### src/rtl/int_divider_if.sv
// Operand/result bundle between the arithmetic unit (master) and int_divider (slave).
interface int_divider_if #(
   parameter int WIDTH = 32
);
   logic [WIDTH-1:0] x;
   logic [WIDTH-1:0] y;
   logic             busy;
   logic             z;
   logic [WIDTH-1:0] q;
   logic [WIDTH-1:0] r;

   modport master (output x, y, input busy, z, q, r);
   modport slave  (input x, y, output busy, z, q, r);
endinterface

### src/rtl/int_divider.sv
// Multi-cycle signed restoring divider (idiv/irem, truncating, Java remainder sign).
// Optional macro DIV_ZERO_FAST_EN: y==0 skips the iteration and completes in one cycle.
module int_divider #(
   parameter int WIDTH = 32
) (
   input  logic          clk,
   input  logic          rst,
   int_divider_if.slave  div
);
   localparam int CW = (WIDTH > 1) ? $clog2(WIDTH) : 1;

   typedef enum logic [1:0] {S_IDLE, S_RUN, S_FIX, S_DONE} state_t;

   state_t           r_state;
   state_t           w_state_next;
   logic [WIDTH-1:0] r_dvd;
   logic [WIDTH-1:0] r_ymag;
   logic [WIDTH-1:0] r_rem;
   logic [WIDTH-1:0] r_qmag;
   logic [WIDTH-1:0] r_x;
   logic [WIDTH-1:0] r_q;
   logic [WIDTH-1:0] r_r;
   logic             r_sx;
   logic             r_neg;
   logic             r_z;
   logic [CW-1:0]    r_count;

   logic [WIDTH-1:0] w_xmag;
   logic [WIDTH-1:0] w_ymag;
   logic             w_y_zero;
   logic [WIDTH:0]   w_trial;
   logic             w_fit;
   logic [WIDTH-1:0] w_rem_next;

   // Unsigned magnitudes: -MIN wraps back to 2^(WIDTH-1), which is its true magnitude.
   assign w_xmag   = div.x[WIDTH-1] ? -div.x : div.x;
   assign w_ymag   = div.y[WIDTH-1] ? -div.y : div.y;
   assign w_y_zero = (div.y == '0);

   assign w_trial    = {r_rem, r_dvd[WIDTH-1]};
   assign w_fit      = (w_trial >= {1'b0, r_ymag});
   assign w_rem_next = w_fit ? WIDTH'(w_trial - {1'b0, r_ymag}) : w_trial[WIDTH-1:0];

   always_ff @(posedge clk) begin
      if (rst) r_state <= S_IDLE;
      else     r_state <= w_state_next;
   end

   always_comb begin
      w_state_next = r_state;
      case (r_state)
         S_IDLE: begin
`ifdef DIV_ZERO_FAST_EN
            w_state_next = w_y_zero ? S_DONE : S_RUN;
`else
            w_state_next = S_RUN;
`endif
         end
         S_RUN:   if (r_count == CW'(WIDTH - 1)) w_state_next = S_FIX;
         S_FIX:   w_state_next = S_DONE;
         S_DONE:  w_state_next = S_DONE;
         default: w_state_next = S_IDLE;
      endcase
   end

   always_ff @(posedge clk) begin
      if (rst) begin
         r_q     <= '0;
         r_r     <= '0;
         r_z     <= 1'b0;
         r_count <= '0;
         r_dvd   <= '0;
         r_ymag  <= '0;
         r_rem   <= '0;
         r_qmag  <= '0;
         r_x     <= '0;
         r_sx    <= 1'b0;
         r_neg   <= 1'b0;
      end else begin
         case (r_state)
            S_IDLE: begin
               r_dvd   <= w_xmag;
               r_ymag  <= w_ymag;
               r_x     <= div.x;
               r_sx    <= div.x[WIDTH-1];
               r_neg   <= div.x[WIDTH-1] ^ div.y[WIDTH-1];
               r_z     <= w_y_zero;
               r_rem   <= '0;
               r_qmag  <= '0;
               r_count <= '0;
`ifdef DIV_ZERO_FAST_EN
               if (w_y_zero) begin
                  r_q <= '1;
                  r_r <= div.x;
               end
`endif
            end
            S_RUN: begin
               r_rem   <= w_rem_next;
               r_dvd   <= {r_dvd[WIDTH-2:0], 1'b0};
               r_qmag  <= {r_qmag[WIDTH-2:0], w_fit};
               r_count <= r_count + CW'(1);
            end
            S_FIX: begin
               // Zero divisor result is forced; the datapath value is meaningless then.
               if (r_z) begin
                  r_q <= '1;
                  r_r <= r_x;
               end else begin
                  r_q <= r_neg ? -r_qmag : r_qmag;
                  r_r <= r_sx  ? -r_rem  : r_rem;
               end
            end
            default: ;
         endcase
      end
   end

   assign div.busy = ~rst & (r_state != S_DONE);
   assign div.q    = r_q;
   assign div.r    = r_r;
   assign div.z    = r_z;
endmodule

### src/flat_wrapper.sv
// flat-port wrapper written by rule: the top's interface ports become plain ports
module int_divider_flat 
#(
   parameter int WIDTH = 32
)
  (clk, rst, div_x, div_y, div_busy, div_z, div_q, div_r);
  int_divider_if #(.WIDTH(WIDTH)) div_i ();
  input  logic clk;
  input  logic rst;
  input wire logic [$bits(div_i.x)-1:0] div_x;
  input wire logic [$bits(div_i.y)-1:0] div_y;
  output wire logic [$bits(div_i.busy)-1:0] div_busy;
  output wire logic [$bits(div_i.z)-1:0] div_z;
  output wire logic [$bits(div_i.q)-1:0] div_q;
  output wire logic [$bits(div_i.r)-1:0] div_r;
  assign div_i.x = div_x;
  assign div_i.y = div_y;
  assign div_busy = div_i.busy;
  assign div_z = div_i.z;
  assign div_q = div_i.q;
  assign div_r = div_i.r;
  int_divider #(.WIDTH(WIDTH)) u_core (.clk(clk), .rst(rst), .div(div_i));
endmodule
### config.mk
export PLATFORM = sky130hd
export DESIGN_NAME = int_divider_flat
export DESIGN_NICKNAME = d
export VERILOG_FILES = /design/src/rtl/int_divider_if.sv /design/src/rtl/int_divider.sv /design/src/flat_wrapper.sv
export SDC_FILE = /design/constraint.sdc
export NUM_CORES = 1
export LEC_CHECK = 0
export BUFFER_PORTS_ARGS = -buffer_cell sky130_fd_sc_hd__buf_4
export CAP_MARGIN = 10
export CORE_MARGIN = 2
export CORE_UTILIZATION = 49
export CTS_BUF_LIST = sky130_fd_sc_hd__clkbuf_4
export DETAILED_ROUTE_END_ITERATION = 8
export PLACE_DENSITY = 0.68
export SKIP_CTS_REPAIR_TIMING = 1
export SYNTH_ARGS = -nofsm -noshare
export SYNTH_HDL_FRONTEND = slang
export SYNTH_SLANG_ARGS = --single-unit
### constraint.sdc
create_clock -name clk -period 9.4 [get_ports clk]
set_input_delay 2.35 -clock clk [delete_from_list [all_inputs] [get_ports clk]]
set_output_delay 2.35 -clock clk [all_outputs]
set_load 0.1 [all_outputs]
==> impl_metrics.csv, run 1 <==
group,metric,value,unit
cts,path_clk_slew,0.06,ns
floorplan,num_rows,60,
cts,h-tree-depth,2,
global_route,grt_max_degree,97,
floorplan,pin_count,132,
global_route,gr-max-usage-layer,"met2",
yosys,syn_nets,1846,
floorplan,die-area,28400,sq um
place,dp_hpwl,25400,um
setup_path,path_delay_family,"buffers and inverters",
power,power_leakage,6.30,nW
route,routed_via_density,5.68,
global_route,grt_pass1_wl,58400,um
global_route,grt_pass1_vias,11400,
global_route,use_met2,0.385,
setup_path,worstSetupStartpointType,"input port",
place,port_buffers,131,
route,vias,12500,
timing,fin_crit_sh,0.566,
timing,max_slew_margin,0.249,
floorplan,core_area,26800,sq um
layout,fin_util,0.562,
route,post_drt_wl_per_cell,16.6,um
cts,cts_root_buf,"clkbuf_4",
outcome,status,"finished, final reports clean",
cts,clk-insertion-delay-late,0.71,ns
power,powerDensity,208,nW/um^2
global_route,grt_overflow,0,
yosys,synth_seq_area_share,0.351,
flow_run,cap_violations,0,
floorplan,start_util,0.496,
cts,cts_buffer_depth,3,
cts,clock-sinks,233,
yosys,synth-edff-count,0,
setup_path,worst_ep_required_time,7.05,ns
setup_path,end_kind,"output port",
global_route,grt_usage,0.249,
route,dr.first_iter.drc_count,880,
power,peakVddDrop,0.116,mV
yosys,ys_seq_elements,233,
yosys,synthDistinctLibCells,61,
yosys,yosysWarnings,0,
route,postRouteAntennaNets,0,
setup_path,path_buf_inv,2,
yosys,async_reset_ff_frac,0,
timing,finClkSkew,0.0570,ns
setup_path,worstPathArrival,2.97,ns
timing,fmaxAchievable,0.188,GHz
timing,rsz0062_at_grt,"false",
timing,fin_tns_setup,0,ns
setup_path,critical_path_class,"input port to output port",
floorplan,die_width,169,um
layout,mostFrequentLayoutCells,"289 x nand2_1, 230 x dfxtp_1, 195 x nor2_1, 141 x buf_4, 138 x a21oi_1",
layout,syn_to_final_growth,13.4,%
yosys,ys.flop_type,"dfxtp_1",
setup_path,cp_cell_sequence,"buf_6, a21oi_1, buf_4",
hold_path,hold_path.class,"flip-flop to flip-flop",
setup_path,path_max_fanout,32,
timing,period_minus_slack,5.32,ns
setup_path,crit_path_top_delay_cell,"buf_4",
global_route,antenna_found_initial,1,
cts,cts_made_buffers,61,
floorplan,fp.dieH,169,um
route,drc_errors,0,
cts,cts_tree,"built",
layout,final_common_cell,"nand2_1",
route,routed_wl,36500,um
timing,final_max_slew_viol_count,0,
global_route,grt_use_met3,0.0475,
global_route,met1_usage,0.356,
yosys,syn_inst,1741,
layout,drive_gt1_frac,0.143,
layout,fin_nets,1926,
route,drtPass1Iterations,5,
timing,setup_viol,0,
place,gp_congestion,0.928,
yosys,netlist_area,13300,sq um
setup_path,cp_slowest_stage_delay,0.31,ns
yosys,avgSynthCellArea,7.63,sq um
timing,tightest_slew,1.13,ns
timing,finalHoldViolCount,0,
## power breakdown
| group | leakage (nW) | total, mW | internal [mW] | switching [mW] |
|---|---|---|---|---|
| sequential | 1.90 | 1.13 | 1.04 | 0.0833 |
| clock | 0.438 | 0.848 | 0.433 | 0.415 |
| combinational | 3.96 | 1.16 | 0.479 | 0.684 |
| total | 6.30 | 3.14 | 1.96 | 1.18 |
## routing by layer
| metal | up-vias | share of wire |
|---|---|---|
| met5 | - | 0 |
| met4 | 0 | 0.020 |
| met3 | 57 | 0.065 |
| met2 | 373 | 0.43 |
| met1 | 5794 | 0.48 |
| li1 | 6276 | - |
## area by class of cell
cell class / instances / area, sq um
repair buffers: 142 / 1070
flip-flops and latches: 233 / 4670
clock buffers: 90 / 676
diodes: 1 / 2.50
inverters: 48 / 180
fillers: 2626 / 11700
multi-input cells: 1335 / 7990
clock inverters: 11 / 52.6
well taps: 341 / 427
## flip-flops by register name, indices dropped and copies added, names as in the netlist
register        count
u_core.r_sx         1
u_core.div.r       32
u_core.r_neg        1
u_core.r_x         31
u_core.r_dvd       32
u_core.r_rem       32
u_core.r_qmag      32
u_core.r_state      2
u_core.div.z        1
u_core.div.q       32
u_core.r_count      5
u_core.r_ymag      32
## worst paths after layout
check / startpoint / to / slack (ns) / cells after the start
hold reg to reg: u_core.r_x[10] / u_core.r_x[10] / 0.46 / 2
hold / removal: u_core.r_x[10] / u_core.r_x[10] / 0.46 / 2
setup / recovery: rst / div_busy / 4.08 / 3
setup reg to reg: u_core.r_rem[7] / u_core.r_rem[23] / 5.06 / 10
## cells in the mapped netlist (5+ instances only)
cell	n	area, sq um
a211oi_1	41	308
a21boi_0	5	37.5
a21o_1	21	158
a21oi_1	138	691
a32oi_1	11	96.3
and3_1	11	68.8
buf_1	9	33.8
clkbuf_1	116	435
dfxtp_1	233	4660
ha_1	38	475
inv_1	48	180
mux2_2	5	56.3
mux2i_1	46	460
nand2_1	289	1080
nand2b_1	8	50.1
nand3_1	8	40.0
nand4_1	9	56.3
nor2_1	196	736
nor2b_1	15	93.8
nor3_1	23	115
nor4_1	9	56.3
o2111ai_1	6	52.6
o211ai_1	13	97.6
o21a_1	5	37.5
o21ai_0	127	636
o22ai_1	22	138
o31ai_1	39	293
o41ai_1	20	175
or2_2	6	37.5
or3_1	12	75.1
or3_4	5	56.3
or4_1	17	128
xnor2_1	48	420
xor2_1	96	841
## tightest hold or removal path, stage by stage (launching register included)
cell and delay [ns]:
dfxtp_1 0.31, nand2_1 0.05, a21oi_1 0.05
## metrics by stage
stage                     hold slack (ns)  power, mW  setup slack, ns  instances  area (sq um)
after floorplan                     0.425       2.01             2.68       1741         13300
after global placement              0.444       2.28             4.08       2098         14300
after detailed placement            0.448       2.29             4.07       2098         14300
after CTS                           0.457       3.15             4.07       2199         15100
after global routing                0.477       3.35             4.06       2201         15100
final                               0.456       3.14             4.08       2201         15100
## cells by family (layout without fill, tap and decap cells)
| group | after synthesis | after routing | synth area share |
|---|---|---|---|
| simple gates | 622 | 622 | 0.204 |
| buf+inv | 173 | 291 | 0.0489 |
| compound gates | 479 | 479 | 0.225 |
| other cells | 0 | 1 | 0 |
| flops | 233 | 233 | 0.351 |
| fa+ha+maj | 39 | 39 | 0.0373 |
| mux | 51 | 51 | 0.0389 |
| xor+xnor | 144 | 144 | 0.0950 |
Note: power is estimated with default switching activity, not from simulation.
==> run 2, diff against run 1 <==
- clock period: 9.4 -> 5.1 ns (I/O delays scaled with it)
==> run 2 against run 1 <==
- wire length grew 1.2%
- critical endpoint is now u_core.r_rem[9]
- global-route usage grew 0.64 points
- sequential share of layout area shrank 0.22 points
- critical path depth grew 8
- largest power group unchanged
==> impl_metrics.csv, run 2 (same netlist as run 1, synthesis figures left out) <==
group,metric,value,unit
cts,cts_made_buffers,67,
cts,cts_tree,"built",
setup_path,path_max_fanout,18,
cts,h-tree-depth,3,
layout,syn_to_final_growth,14.3,%
cts,clk-insertion-delay-late,0.71,ns
layout,mostFrequentLayoutCells,"289 x nand2_1, 230 x dfxtp_1, 195 x nor2_1, 144 x buf_4, 138 x a21oi_1",
power,powerDensity,392,nW/um^2
route,postRouteAntennaNets,0,
setup_path,crit_end,"u_core.r_rem[9]",
floorplan,fp.dieH,169,um
cts,path_clk_slew,0.06,ns
hold_path,hold_path.class,"flip-flop to flip-flop",
floorplan,die-area,28400,sq um
global_route,antenna_found_initial,1,
floorplan,start_util,0.496,
global_route,grt_max_degree,91,
global_route,grt_pass1_vias,11600,
place,port_buffers,131,
global_route,gr-max-usage-layer,"met2",
cts,cts_buffer_depth,3,
global_route,grt_usage,0.256,
global_route,grt_pass1_wl,59700,um
cts,clock-sinks,233,
route,vias,12600,
floorplan,die_width,169,um
setup_path,worst_ep_required_time,5.64,ns
place,gp_congestion,0.910,
setup_path,reg2reg_depth,11,
floorplan,pin_count,132,
route,routed_via_density,5.68,
timing,max_slew_margin,0.266,
setup_path,worstPathArrival,4.18,ns
outcome,status,"finished, final reports clean",
global_route,met1_usage,0.362,
global_route,grt_use_met3,0.0465,
timing,setup_viol,0,
timing,rsz0062_at_grt,"false",
setup_path,end_kind,"flip-flop",
floorplan,core_area,26800,sq um
global_route,use_met2,0.398,
timing,finClkSkew,0.0370,ns
layout,final_common_cell,"nand2_1",
flow_run,cap_violations,0,
timing,fin_crit_sh,0.714,
route,drtPass1Iterations,5,
timing,period_minus_slack,3.64,ns
power,peakVddDrop,0.179,mV
setup_path,startpoint,"u_core.r_rem[15]",
floorplan,num_rows,60,
timing,tightest_slew,1.10,ns
cts,cts_root_buf,"clkbuf_4",
power,power_leakage,6.35,nW
global_route,grt_overflow,0,
setup_path,worstSetupStartpointType,"flip-flop",
layout,drive_gt1_frac,0.147,
setup_path,critical_path_class,"flip-flop to flip-flop",
timing,finalHoldViolCount,0,
route,drc_errors,0,
setup_path,r2r_start,"u_core.r_rem[15]",
route,dr.first_iter.drc_count,907,
power,fin_total_pwr,5.94,mW
layout,fin_nets,1935,
timing,final_max_slew_viol_count,0,
timing,fmaxAchievable,0.275,GHz
route,routed_wl,36900,um
route,post_drt_wl_per_cell,16.7,um
place,dp_hpwl,25800,um
setup_path,timing.rr.end,"u_core.r_rem[9]",
setup_path,r2r_setup_slack,1.46,ns
timing,fin_hold_ws,0.458,ns
timing,fin_tns_setup,0,ns
[run 2: worst min path at each step]
stage	startpoint	endpoint	slack, ns	cells after the start
final	u_core.r_x[28]	u_core.r_x[28]	0.46	2
after detailed placement	u_core.r_x[12]	u_core.r_x[12]	0.45	2
after global routing	u_core.div.r[14]	u_core.div.r[14]	0.47	2
after floorplan	u_core.r_ymag[31]	u_core.r_ymag[31]	0.43	2
after CTS	u_core.r_x[28]	u_core.r_x[28]	0.46	2
after global placement	u_core.r_ymag[11]	u_core.r_ymag[11]	0.44	2
[run 2: routing by layer]
metal / routed length, um / part of all wire
met5: 0 / 0
met3: 2180 / 0.059
met2: 16200 / 0.44
met4: 650 / 0.018
met1: 17900 / 0.48
[run 2: critical path, stage by stage (launching register included)]
cell and delay (ns):
dfxtp_1 0.48, ha_1 0.38, a21o_1 0.23, a311oi_1 0.25, o211ai_1 0.28, o21ai_0 0.22, a21oi_1 0.08, buf_4 0.18
o21ai_2 0.63, buf_4 0.44, mux2i_1 0.23, o21ai_0 0.09
[run 2: where the power goes]
group / switching, mW / internal, mW
sequential: 0.157 / 1.92
combinational: 1.28 / 0.884
clock: 0.835 / 0.861
[run 2: area by class of cell]
class	instances	area (sq um)
repair buffers	145	1090
multi-input cells	1335	7990
inverters	48	180
diodes	1	2.50
flip-flops and latches	233	4670
well taps	341	427
clock buffers	94	706
fillers	2560	11600
clock inverters	20	110
[run 2: per-stage QoR]
| step | utilization | worst slack (ns) | instances | area [sq um] |
|---|---|---|---|---|
| 2_1_floorplan | - | 0.533 | 1741 | 13300 |
| 3_3_place_gp | 0.536 | 0.941 | 2102 | 14400 |
| 3_5_place_dp | 0.536 | 0.919 | 2102 | 14400 |
| 4_1_cts | 0.566 | 1.51 | 2216 | 15200 |
| 5_1_grt | 0.566 | 1.16 | 2217 | 15200 |
| 6_report | 0.566 | 1.46 | 2217 | 15200 |
